$ cat src/rtl/fetch_stage.sv
// fetch_stage: RV32I PC, single-outstanding imem handshake and IF/ID register.
// Optional misaligned-redirect trap enabled by FETCH_MISALIGN_TRAP_EN.
module fetch_stage #(
  parameter logic [31:0] RESET_PC = 32'h0000_0000
) (
  input  logic        clk,
  input  logic        rst,
  input  logic        stall,
  input  logic        redirect,
  input  logic [31:0] redirect_pc,
  output logic        imem_req,
  output logic [31:0] imem_addr,
  input  logic        imem_ready,
  input  logic [31:0] imem_rdata,
  output logic        if_id_valid,
  output logic [31:0] if_id_pc,
  output logic [31:0] if_id_instr,
  output logic [6:0]  opcode,
  output logic        fetch_fault
);
  typedef enum logic [1:0] {FETCH, HOLD, DROP, FAULT} state_t;
  localparam logic [31:0] NOP = 32'h0000_0013;
  state_t      state;
  logic [31:0] pc, addr_q, skid_pc, skid_instr, tgt, pc_inc;
  logic        fault_q, misalign;
  assign pc_inc = pc + 32'd4;
`ifdef FETCH_MISALIGN_TRAP_EN
  assign tgt = redirect_pc;
  assign misalign = redirect & |redirect_pc[1:0];
`else
  assign tgt = redirect_pc & ~32'h3;
  assign misalign = 1'b0;
`endif
  assign fetch_fault = fault_q;
  // Request drops with rst itself so an in-flight fetch is abandoned immediately.
  assign imem_req = !rst && (state == FETCH || state == DROP);
  assign imem_addr = addr_q;
  assign opcode = if_id_instr[6:0];
  always_ff @(posedge clk or posedge rst) begin
    if (rst) begin
      state <= FETCH;
      pc <= RESET_PC;
      addr_q <= RESET_PC;
      if_id_valid <= 1'b0;
      if_id_pc <= 32'h0;
      if_id_instr <= NOP;
      skid_pc <= 32'h0;
      skid_instr <= 32'h0;
      fault_q <= 1'b0;
    end else if (redirect) begin
      if_id_valid <= 1'b0;
      if_id_instr <= NOP;
      skid_pc <= 32'h0;
      skid_instr <= 32'h0;
      pc <= tgt;
      if (misalign) fault_q <= 1'b1;
      if (state != FAULT) begin
        // An unanswered request must complete before the target can be issued.
        if ((state == FETCH || state == DROP) && !imem_ready) state <= DROP;
        else begin
          addr_q <= tgt;
          state <= (misalign || fault_q) ? FAULT : FETCH;
        end
      end
    end else begin
      case (state)
        FETCH: begin
          if (imem_ready) begin
            pc <= pc_inc;
            if (stall) begin
              skid_pc <= addr_q;
              skid_instr <= imem_rdata;
              state <= HOLD;
            end else begin
              if_id_valid <= 1'b1;
              if_id_pc <= addr_q;
              if_id_instr <= imem_rdata;
              addr_q <= pc_inc;
            end
          end else if (!stall) begin
            if_id_valid <= 1'b0;
            if_id_instr <= NOP;
          end
        end
        HOLD: begin
          if (!stall) begin
            if_id_valid <= 1'b1;
            if_id_pc <= skid_pc;
            if_id_instr <= skid_instr;
            addr_q <= pc;
            state <= FETCH;
          end
        end
        DROP: begin
          if (imem_ready) begin
            addr_q <= pc;
            state <= fault_q ? FAULT : FETCH;
          end
        end
        default: begin
          if_id_valid <= 1'b0;
          if_id_instr <= NOP;
        end
      endcase
    end
  end
endmodule

$ cat config.mk
export PLATFORM = sky130hd
export DESIGN_NAME = fetch_stage
export DESIGN_NICKNAME = d
export VERILOG_FILES = /design/src/rtl/fetch_stage.sv
export SDC_FILE = /design/constraint.sdc
export NUM_CORES = 1
export LEC_CHECK = 0
export CORE_MARGIN = 2
export CORE_UTILIZATION = 47
export DETAILED_ROUTE_END_ITERATION = 6
export PLACE_DENSITY = 0.86
export SYNTH_ARGS = -nofsm -noshare
export SYNTH_HDL_FRONTEND = slang
export SYNTH_SLANG_ARGS = --single-unit
$ cat constraint.sdc
create_clock -name clk -period 6.1 [get_ports clk]
set_input_delay 1.22 -clock clk [delete_from_list [all_inputs] [get_ports clk]]
set_output_delay 1.22 -clock clk [all_outputs]
set_load 0.02 [all_outputs]
==> out/results.env <==
TRITONCTS_CLOCK_TREE='yes'
FINAL_LAYOUT_SIZE_SUFFIX_GT1_SHARE_PCT=8.37
PATH_MAX_FANOUT=35
PIN_COUNT=175
SYNTHFLOPTYPE='dfrtp_1'
YS_SEQ_AREA_SHARE_PCT=52.1
SYN_AVG_CELL_AREA_UM2=10.5
SETUP.WORST_PATH.START_CLASS='primary input'
MIN-DELAY-PATH-CLASS='register to register'
GRT_ANTENNA_BEFORE_REPAIR=1
CLOCK_SINK_COUNT=190
YS_WARN_COUNT=0
DR.MAX_LAYER_USED='met4'
NUMPLACEDINSTANCES=1231
SYNTH_AREA_LEADER_CELL='dfrtp_1'
YOSYS.CELL_TYPES.COUNT=53
NNETSFINAL=1064
DPL.HPWL_MM=15.8
ROWS=50
START_UTIL_PCT=48.3
ANTENNA_LEFT=0
MET1_WIRELENGTH_MM=10.2
ROUTEDWLPERCELL_UM=18.8
FP.DIEH_UM=143
WL_MET2_MM=11.6
SYNTH_CELLS=871
FINAL_PERIOD_MINUS_WORST_SETUP_SLACK_NS=3.75
GRT_PASS1_WL_MM=37.6
SETUP.WORST_PATH.END_CLASS='register'
CRITPATHREQUIREDTIME_NS=6.47
REG2REG_SETUP_SLACK_NS=2.70
POWER-PER-CELL-AREA_nW_PER_UM2=439
TIMING_WORST_SLEW_PIN_VALUE_NS=1.12
SYNTHESIZED_NETLIST_NET_COUNT=945
NUMBER_OF_PORT_BUFFERS=171
CORE_AREA_UM2=18900
CTS-RESIZED-GATES=0
CLOCK_LATENCY_NS=0.43
PLACED_CELL_AREA_UM2=10900
DIE_WIDTH_UM=143
CRIT_PATH_MAX_INCR_DELAY_NS=0.75
CRITPATHSLOWESTCELL='nor2_4'
MET3_LENGTH_MM=1.29
SETUP.WORST_PATH.CLASS='primary input to register'
TOTAL_POWER_mW=5.05
CTS-ROOT-TO-SINK-BUFFERS=2
H-TREE-DEPTH=4
MAPPEDNETLISTAREA_UM2=9130
GRT_USAGE_PCT=23.3
SYN_TO_FINAL_GROWTH_PCT=26.0
FIRST_GLOBAL_VIAS=6957
SYNTH_MOST_COMMON_CELL='dfrtp_1'
POST-ROUTE-PERIOD-UTIL_PCT=61.5
DETAILROUTE.VIA_COUNT=7394
DRT_DRC_VIOLATIONS_LEFT=0
CP.ARRIVAL_NS=4.12
SETUP_VIOLATIONS=0
NETLIST_TOP_CELLS_COUNT='187 x dfrtp_1, 82 x nand2_1, 63 x a22o_1, 52 x nor2_1, 50 x clkbuf_1'
SLEW_VIOL_FINAL=0
FIRSTDRTPASSITERS=5
NETLIST_TOP_CELLS_AREA='dfrtp_1 51%, a22o_1 6.0%, mux2i_1 5.4%, nand2_1 3.4%, xnor2_1 2.9%'
POST_SYNTH_TOP_AREA_SHARE_PCT=51.3
TNS_NS=0
TIMING.FMAX_MHz=267
HOLD_BUFFERS=0
DRTITER0DRC=708
TIMING.CLOCK.SKEW_NS=0.00772
SYNTH.FF_LATCH_COUNT=190
POSTSYNTH.ASYNCRESETSHARE_PCT=100
LAYOUT.CELLS.NON_FILLER=1264
CLK_ROOT_BUFFER_CELL='clkbuf_16'
TIMING.MAX_SLEW.REL_SLACK_PCT=25.1
OUTCOME='finished clean'
DRV.MAX_CAP_VIOLATION_COUNT=0
FINALINSTANCEAREA_UM2=11500
POST_DRT_VIA_CELL_RATIO=5.85
ROUTABILITY_DRIVEN_PLACEMENT_CONGESTION_RATIO=0.893
CRIT_CHAIN='clkdlybuf4s50_1, and2_1, nand2_1, nor2_4, buf_4, a22o_1'
POWER.IR.VDD_WORST_uV=204
GRT_REMAINING_OVERFLOW=0
GRT_SETUP_UNREPAIRED='no'
CLOCK_TRANSITION_AT_THE_REGISTER_CLOCK_PINS_ON_THE_WORST_SETUP_AND_HOLD_PATHS_AFTER_CTS_NS=0.07
DESIGN.DIE.AREA_UM2=20500
SYNTH-EDFF-COUNT=0
POST-CTS-SETUP-BUFFER-COUNT=0
POWER.STATIC_LEAKAGE_nW=4.75
CTS_INSERTED_BUFFERS=17
FINALWIRELENGTH_MM=23.7
HOLD_VIOL_FINAL=0
MAXIMUM_NUMBER_OF_PINS_ON_ONE_NET_BEFORE_GLOBAL_ROUTE_REPAIR=97
[sequential cells by signal (all words and copies together), names as in the netlist]
name         flops
if_id_pc        31
if_id_instr     32
if_id_valid      1
state            2
imem_addr       31
pc              30
skid_pc         31
skid_instr      32
[metrics by stage]
stage	hold slack, ns	setup slack (ns)	util (%)
final	0.479	2.35	60.8
after global routing	0.490	2.22	60.8
after CTS	0.485	2.44	60.8
after detailed placement	0.469	1.98	57.8
after global placement	0.460	2.06	57.8
after floorplan	0.473	2.43	-
[routing by layer]
layer,track usage [%],vias up
met5,0,-
met3,3.93,46
li1,-,3367
met4,9.75,0
met2,37.0,279
met1,31.9,3702
[path summary, 6_finish.rpt]
check | cells past startpoint | endpoint | startpoint
setup / recovery | 6 | skid_instr[2] | imem_ready
hold / removal | 2 | if_id_instr[9] | if_id_instr[9]
setup reg to reg | 7 | imem_addr[2] | state[1]
hold reg to reg | 2 | if_id_instr[9] | if_id_instr[9]
max in group asynchronous | 3 | if_id_pc[22] | rst
min in group asynchronous | 2 | skid_instr[31] | rst
[worst max-delay path: cells and delay by family]
family,cells,cell delay (ns)
AND/OR/NAND/NOR,3,1.58
buffers and inverters,2,1.09
AO/OA/AOI/OAI,1,0.19
[report_power, final]
part	internal, mW	switching, mW	total (mW)
logic	0.899	1.15	2.05
registers	1.60	0.319	1.91
clock network	0.586	0.496	1.08
[kinds of logic after synthesis]
group,synth area share (%)
flops,52.1
buf+inv,4.77
fa+ha+maj,0.686
other cells,0.0411
simple gates,12.4
mux,7.47
xor+xnor,4.80
compound gates,17.7
[cell usage in the layout (no fill, tap or decap), drive strengths merged, types with 6 or more instances in the layout]
cell,Yosys,layout
o21ai,48,48
nor2,52,52
nand2b,10,10
nand2,83,83
a22o,63,63
buf,30,13
xor2,20,20
dfrtp,187,187
a21oi,48,48
xnor2,30,30
nor3,22,22
clkdlybuf4s50,0,170
nand3,9,9
or4,6,6
inv,10,11
mux2,17,17
o221ai,6,6
o31ai,17,17
mux2i,49,49
nand4,12,12
nor4,16,16
clkinv,1,10
a22oi,29,29
clkbuf,53,19
[cell type report]
class,instances,area (um2)
antenna,1,2.50
clock buffer,19,453
clock inverter,13,115
fill,1504,7400
inverter,11,45.0
multi-input combinational,587,3990
sequential,190,4760
tap,260,325
timing repair buffer,183,1810
No activity file was read; power rests on OpenSTA's default activity.
